[config.mk]
export PLATFORM = sky130hd
export DESIGN_NAME = bp_me_stream_out_arbiter
export DESIGN_NICKNAME = d
export VERILOG_FILES = /design/src/rtl/bp_me_stream_out_arbiter.sv
export SDC_FILE = /design/constraint.sdc
export NUM_CORES = 1
export LEC_CHECK = 0
export ABC_AREA = 1
export CAP_MARGIN = 20
export CORE_AREA = 2 2 217 219
export DETAILED_ROUTE_END_ITERATION = 16
export DIE_AREA = 0 0 219 221
export GPL_ROUTABILITY_DRIVEN = 0
export SLEW_MARGIN = 20
export SYNTH_ARGS = -nofsm -noshare
export SYNTH_HDL_FRONTEND = slang
export SYNTH_SLANG_ARGS = --single-unit
export TNS_END_PERCENT = 10
[constraint.sdc]
create_clock -name clk_i -period 1.1 [get_ports clk_i]
set_input_delay 0.11 -clock clk_i [delete_from_list [all_inputs] [get_ports clk_i]]
set_output_delay 0.11 -clock clk_i [all_outputs]
set_load 0.005 [all_outputs]
[src/rtl/bp_me_stream_out_arbiter.sv]
// Round-robin arbiter that shares one BedRock stream output among several producers.
// A message keeps the channel from its first accepted beat through its last accepted beat.
module bp_me_stream_out_arbiter #(
  parameter int num_req_p           = 2,
  parameter int stream_data_width_p = 64,
  parameter int payload_width_p     = 64,
  parameter int paddr_width_p       = 40,
  localparam int lg_req_lp          = (num_req_p > 1) ? $clog2(num_req_p) : 1,
  // BedRock header: msg_type(4) + subop(4) + addr + size(3) + payload
  localparam int xce_header_width_lp = payload_width_p + paddr_width_p + 11
) (
  input  logic                                     clk_i,
  input  logic                                     reset_i,

  input  logic [num_req_p*xce_header_width_lp-1:0] in_header_i,
  input  logic [num_req_p*stream_data_width_p-1:0] in_data_i,
  input  logic [num_req_p-1:0]                     in_v_i,
  input  logic [num_req_p-1:0]                     in_last_i,
  output logic [num_req_p-1:0]                     in_ready_and_o,

  output logic [xce_header_width_lp-1:0]           msg_header_o,
  output logic [stream_data_width_p-1:0]           msg_data_o,
  output logic                                     msg_v_o,
  output logic                                     msg_last_o,
  input  logic                                     msg_ready_and_i,

  output logic [num_req_p-1:0]                     grant_o,
  output logic                                     lock_o
);

  typedef enum logic {
    e_idle   = 1'b0,
    e_locked = 1'b1
  } state_e;

  state_e               state_r, state_n;
  logic [lg_req_lp-1:0] rr_ptr_r, rr_ptr_n;
  logic [lg_req_lp-1:0] lock_id_r, lock_id_n;
  logic [lg_req_lp-1:0] rr_sel, sel;
  logic                 rr_found;
  logic                 active;
  logic                 hs;

  // Wraps explicitly so a non-power-of-2 count never stores num_req_p.
  function automatic logic [lg_req_lp-1:0] next_id(input logic [lg_req_lp-1:0] id);
    if (int'(id) >= num_req_p - 1) return '0;
    else                           return id + lg_req_lp'(1);
  endfunction

  // Scan from rr_ptr_r upward; walking offsets high-to-low lets the lowest offset win.
  always_comb begin
    // NOTE: every variable gets a default before any conditional write, so no latch is inferred.
    int idx;
    idx      = 0;
    rr_sel   = '0;
    rr_found = 1'b0;
    for (int k = num_req_p - 1; k >= 0; k--) begin
      idx = int'(rr_ptr_r) + k;
      if (idx >= num_req_p) idx = idx - num_req_p;
      if (in_v_i[idx[lg_req_lp-1:0]]) begin
        rr_sel   = idx[lg_req_lp-1:0];
        rr_found = 1'b1;
      end
    end
  end

  assign sel    = (state_r == e_locked) ? lock_id_r : rr_sel;
  // Reset gates the outputs combinationally so they drop without waiting for a clock edge.
  assign active = ~reset_i & ((state_r == e_locked) | rr_found);

  always_comb begin
    grant_o = '0;
    for (int i = 0; i < num_req_p; i++) begin
      grant_o[i] = active & (sel == lg_req_lp'(i));
    end
  end

  assign msg_v_o        = active & in_v_i[sel];
  assign msg_last_o     = in_last_i[sel];
  assign msg_header_o   = in_header_i[int'(sel)*xce_header_width_lp +: xce_header_width_lp];
  assign msg_data_o     = in_data_i[int'(sel)*stream_data_width_p +: stream_data_width_p];
  assign in_ready_and_o = grant_o & {num_req_p{msg_ready_and_i}};
  assign lock_o         = (state_r == e_locked);
  assign hs             = msg_v_o & msg_ready_and_i;

  always_comb begin
    state_n   = state_r;
    rr_ptr_n  = rr_ptr_r;
    lock_id_n = lock_id_r;
    unique case (state_r)
      e_idle: begin
        if (hs) begin
          if (msg_last_o) begin
            rr_ptr_n = next_id(sel);
          end else begin
            state_n   = e_locked;
            lock_id_n = sel;
          end
        end
      end
      e_locked: begin
        if (hs && msg_last_o) begin
          state_n  = e_idle;
          rr_ptr_n = next_id(lock_id_r);
        end
      end
      default: state_n = e_idle;
    endcase
  end

  // NOTE: sequential state uses non-blocking assignments so all registers update together.
  always_ff @(posedge clk_i or posedge reset_i) begin
    if (reset_i) begin
      state_r   <= e_idle;
      rr_ptr_r  <= '0;
      lock_id_r <= '0;
    end else begin
      state_r   <= state_n;
      rr_ptr_r  <= rr_ptr_n;
      lock_id_r <= lock_id_n;
    end
  end

`ifndef SYNTHESIS
  grant_onehot0_a: assert property (@(posedge clk_i) disable iff (reset_i) $onehot0(grant_o));

  for (genvar i = 0; i < num_req_p; i++) begin : g_v_hold
    v_hold_a: assert property (@(posedge clk_i) disable iff (reset_i)
      (in_v_i[i] && !in_ready_and_o[i]) |=> in_v_i[i]);
  end
`endif

endmodule

==> run_results.csv, run 1 <==
group,metric,value,unit
power,irDropWorstVdd,1080,uV
placement,placement.io_buffers,550,
synth,netlist_area,0.00253,sq mm
min_path,hp-class,"in2async",
synth,syn_inst,620,
power,p_per_area,1930,mW/mm^2
synth,ys_ff_latch,3,
route,postRouteAntennaNets,0,
sta,fin_ws,-1030,ps
sta,tightestPinTransition,239,ps
route,wl,24900,um
final_layout,drive_gt1_share,13.1,%
sta,rsz0062_at_grt,"yes",
power,swShare,43.1,%
route,firstDrtPassIters,5,
synth,yosysSeqAreaShare,2.97,%
global_route,grt_pass1_wl,33500,um
final_layout,regArea,76.3,sq um
synth,synth_top_area_share,80.8,%
power,seq_power_share,1.1,%
run_status,violations,"setup timing",
route,drc,0,
global_route,grt.total_usage,9.11,%
power,power_leakage,0.00558,uW
die,core_area,0.0461,sq mm
final_layout,synthToLayoutAreaGrowth,292,%
sta,fin_tns_setup,-142710,ps
clocking,path_clk_slew,30,ps
sta,setup_viol,188,
run_status,status,"finished with violations",
final_layout,final_cell_mix,"518 x nand2_1, 403 x clkdlybuf4s50_1, 105 x dlymetal6s2s_1, 37 x buf_4, 21 x nand2_2",
sta,slew_violations,0,
worst_setup_path,cp.arrival,2020,ps
die,die_area,0.0484,sq mm
clocking,tritoncts.num_buffers,3,
final_layout,nets,1573,
job,maxCapViolCount,0,
synth,synth_cell_type_count,15,
worst_setup_path,cp-end-kind,"output port",
clocking,clkLatencyLatePin,230,ps
worst_setup_path,crit_fanout,17,
power,internal_power,10900,uW
die,die_h,221,um
route,vias,6059,
worst_setup_path,cp-start-kind,"flip-flop",
clocking,cts_root_buf,"clkbuf_16",
power,combPwrFrac,95.7,%
global_route,antenna_found_initial,1,
clocking,holdBufCountCts,0,
power,p_sw,8250,uW
synth,synthTopCellsByArea,"nand2_1 81%, buf_4 5.9%, buf_2 3.8%",
route,routed_via_density,3.34,
die,start_util,5.48,%
placement,dp_hpwl,20100,um
sta,hold_violations,0,
clocking,cts_tree,"built",
clocking,cts_sinks,3,
route,wl_per_cell,13.7,um
power,p_clk_share,3.1,%
synth,syn_avg_cell_area,4.07,sq um
clocking,clock_path_buffers,2,
placement,dp_worst_setup_slack,-1190,ps
final_layout,fillerInstances,5134,
power,p_total,19100,uW
sta,finalCriticalPeriod,2130,ps
die,ios,551,
sta,period_share,194,%
global_route,first_global_vias,6048,
final_layout,multi_input_area,0.00231,sq mm
sta,holdWs,310,ps
sta,slew_headroom,84.0,%
worst_setup_path,critical_path_required,990,ps
clocking,h-tree-depth,1,
sta,skew,1.23,ps
final_layout,final_common_cell,"nand2_1",
sta,max_freq,468,MHz
synth,yosys_warnings,0,
global_route,grt_max_degree,24,
die,chipWidth,219,um
global_route,grt_overflow,0,
synth,synth_nets,985,
die,rows,79,
route,first_iter_violations,106,
synth,synth_area_leader_cell,"nand2_1",
worst_setup_path,crit_type,"reg2out",
-- power by group through the flow --
stage	logic [uW]	registers, uW	clock network, uW
6_report	18300	219	597
4_1_cts	18800	208	599
2_1_floorplan	6490	207	0
3_5_place_dp	16800	194	0
3_3_place_gp	16800	192	0
5_1_grt	19900	225	614
-- through the flow --
step	cell area [sq um]	utilization, %	cells
after floorplan	2650	-	620
after global placement	9110	19.8	1791
after detailed placement	9110	19.8	1791
after CTS	9530	20.7	1810
after global routing	9910	21.5	1815
final	9910	21.5	1815
-- cell usage after synthesis, drive strengths merged --
cell,instances
nand2,546
buf,40
inv,12
nand3,7
nor2,5
dfrtp,3
nor3,2
o21bai,2
a21oi,1
nand4,1
o21ai,1
-- worst max-delay path, cell delays in order (launching register included) --
cell	delay (ps)
dfrtp_2	430
nor2_4	140
nand2_4	90
nand2_8	130
clkinv_8	100
buf_16	170
buf_4	170
nand2_1	60
nand2_1	50
clkdlybuf4s50_1	440
-- kinds of logic (layout without fill, tap and decap cells) --
| kind of cell | after synthesis | in the layout | synth area share [%] |
|---|---|---|---|
| buffers and inverters | 52 | 639 | 11.9 |
| other | 0 | 1 | 0 |
| and+or+nand+nor | 561 | 561 | 84.1 |
| AOI/OAI and AO/OA | 4 | 4 | 0.990 |
| DFF | 3 | 3 | 2.97 |
-- worst paths after layout --
| check | start | cells past startpoint | slack (ps) | to |
|---|---|---|---|---|
| hold / removal | reset_i | 3 | 310 | rr_ptr_r |
| max in group asynchronous | reset_i | 3 | 650 | lock_o |
| hold reg to reg | rr_ptr_r | 3 | 600 | rr_ptr_r |
| min in group clk_i | rr_ptr_r | 3 | 600 | rr_ptr_r |
| setup reg to reg | lock_o | 10 | -420 | rr_ptr_r |
| setup / recovery | lock_o | 9 | -1030 | msg_data_o[20] |
-- final cells by class --
class                           instances  share of cell area, %
Antenna cell                            1                 0.0252
Clock buffer                            4                  0.795
Inverter                               12                  0.581
Multi-Input combinational cell        565                   23.3
Sequential cell                         3                  0.770
Tap cell                              607                   7.66
Timing Repair Buffer                  623                   66.9
-- metal layers --
| layer | wire [um] | GRT usage, % | up-vias |
|---|---|---|---|
| li1 | - | - | 3008 |
| met1 | 8480 | 8.81 | 2651 |
| met2 | 13200 | 18.5 | 372 |
| met3 | 2600 | 2.20 | 28 |
| met4 | 626 | 2.77 | 0 |
| met5 | 0 | 0 | - |
-- state kept, by name, summed over array words and instances (netlist names) --
register and flops:
rr_ptr_r 1, lock_id_r 1, lock_o 1
-- timing repair --
item                       in CTS  in global routing
setup endpoints to repair     189                189
buffers inserted                8                  2
gates cloned                    7                  2
pin swaps                       7                  4
resized for setup             109                184
Note: power is estimated with default switching activity, not from simulation.
==> run 2, diff against run 1 <==
--- a/config.mk
+++ b/config.mk
@@ -11,6 +11,7 @@
 export DETAILED_ROUTE_END_ITERATION = 16
 export DIE_AREA = 0 0 219 221
 export GPL_ROUTABILITY_DRIVEN = 0
+export PLACE_DENSITY = 0.35
 export SLEW_MARGIN = 20
 export SYNTH_ARGS = -nofsm -noshare
 export SYNTH_HDL_FRONTEND = slang
==> run_results.csv, run 2 (synthesis results as in run 1) <==
group,metric,value,unit
clocking,clock_path_buffers,2,
clocking,holdBufCountCts,0,
worst_setup_path,cp-end-kind,"output port",
global_route,first_global_vias,5969,
worst_setup_path,cp.arrival,1800,ps
sta,tightestPinTransition,231,ps
global_route,grt_pass1_wl,36900,um
sta,slew_headroom,84.6,%
sta,skew,0.809,ps
power,p_per_area,2170,mW/mm^2
worst_setup_path,critical_path_required,990,ps
route,first_iter_violations,130,
power,power_leakage,0.00501,uW
global_route,grtUsageMet1,10.6,%
final_layout,stdcell_count,1852,
global_route,grt_overflow,0,
sta,fin_ws,-809,ps
final_layout,fillerInstances,5269,
global_route,grt.busiest_layer,"met2",
final_layout,regArea,75.1,sq um
final_layout,drive_gt1_share,34.9,%
die,die_area,0.0484,sq mm
job,maxCapViolCount,0,
worst_setup_path,crit_fanout,6,
worst_setup_path,r2r_setup_slack,-490,ps
route,wl_per_cell,15.8,um
clocking,h-tree-depth,1,
route,postRouteAntennaNets,0,
sta,finalCriticalPeriod,1910,ps
global_route,met2_usage,20.4,%
route,drc,0,
placement,dp_hpwl,22700,um
route,wl,29300,um
route,routed_via_density,3.29,
clocking,cts_root_buf,"clkbuf_16",
final_layout,nets,1611,
final_layout,final_cell_mix,"417 x nand2_1, 364 x clkdlybuf4s50_1, 128 x buf_2, 113 x nand2_2, 57 x buf_6",
die,core_area,0.0461,sq mm
placement,placement.io_buffers,550,
global_route,grt.total_usage,10.3,%
clocking,cts_sinks,3,
clocking,cts_tree,"built",
route,vias,6090,
worst_setup_path,crit_type,"in2out",
power,p_total,21800,uW
final_layout,antenna_cells,0,
worst_setup_path,cp-start-kind,"primary input",
sta,slew_violations,0,
run_status,status,"finished with violations",
final_layout,final_common_cell,"nand2_1",
die,chipWidth,219,um
die,start_util,5.48,%
min_path,hp-class,"in2async",
sta,hold_violations,0,
global_route,met3_usage,2.43,%
final_layout,synthToLayoutAreaGrowth,297,%
global_route,antenna_found_initial,0,
die,ios,551,
clocking,clkLatencyLatePin,220,ps
clocking,path_clk_slew,30,ps
sta,rsz0062_at_grt,"yes",
final_layout,multi_input_area,0.00260,sq mm
route,firstDrtPassIters,5,
die,die_h,221,um
worst_setup_path,reg2reg_to,"rr_ptr_r",
worst_setup_path,r2r_cells,11,
worst_setup_path,r2r_start,"lock_o",
power,irDropWorstVdd,961,uV
clocking,tritoncts.num_buffers,3,
sta,period_share,174,%
sta,max_freq,524,MHz
run_status,violations,"setup timing",
sta,setup_viol,189,
placement,dp_cells,1777,
die,rows,79,
global_route,grt_max_degree,36,
[run 2: critical path: stages]
cell and delay [ps]:
clkdlybuf4s50_1 470, inv_2 50, nor2_2 140, nand2_4 90, nand2_8 150, clkinv_16 100, buf_12 140, buf_8 120
clkbuf_16 160, nand2_1 60, nand2_1 70, buf_2 130
[run 2: worst max path at each step]
stage | startpoint | end | slack, ps | depth (start not counted)
after detailed placement | in_v_i[1] | msg_header_o[97] | -1220 | 10
final | in_v_i[1] | msg_header_o[92] | -810 | 12
after global routing | lock_o | msg_header_o[92] | -920 | 10
after CTS | lock_o | msg_header_o[40] | -1100 | 8
after global placement | in_v_i[1] | msg_header_o[97] | -1250 | 10
after floorplan | lock_o | msg_header_o[100] | -130 | 8
[run 2: repair_timing]
action                     in CTS  in global routing
resized for setup             573                336
pin swaps                      35                 76
setup buffers                   9                 43
gates cloned                    4                 16
setup endpoints to repair     189                189
[run 2: cell type report]
class                   count  area share (%)
flip-flops and latches      3           0.748
repair inverters            1           0.112
clock buffers               4           0.786
inverters                  12           0.711
repair buffers            660            64.2
well taps                 607            7.57
multi-input cells         565            25.9
[run 2: through the flow]
stage / setup slack (ps) / util [%] / setup TNS (ps) / hold WS (ps) / area, sq um
2_1_floorplan: -134 / - / -23700 / -136 / 2650
3_3_place_gp: -1250 / 19.6 / -203160 / 440 / 9020
3_5_place_dp: -1220 / 19.6 / -201420 / 451 / 9020
4_1_cts: -1100 / 19.9 / -144050 / 236 / 9140
5_1_grt: -922 / 21.8 / -150780 / 232 / 10000
6_report: -809 / 21.8 / -129750 / 194 / 10000
[run 2: layer usage]
layer | share of wire (%) | wire length [um] | vias to the layer above
li1 | - | - | 3084
met5 | 0 | 0 | -
met1 | 38 | 11200 | 2654
met2 | 51 | 14900 | 336
met3 | 9.3 | 2710 | 16
met4 | 1.5 | 427 | 0
[run 2: power by group]
group / total, uW / internal, uW / switching (uW)
logic: 21000 / 11300 / 9700
clock network: 570 / 478 / 92.0
registers: 209 / 166 / 43.3
total: 21800 / 12000 / 9830
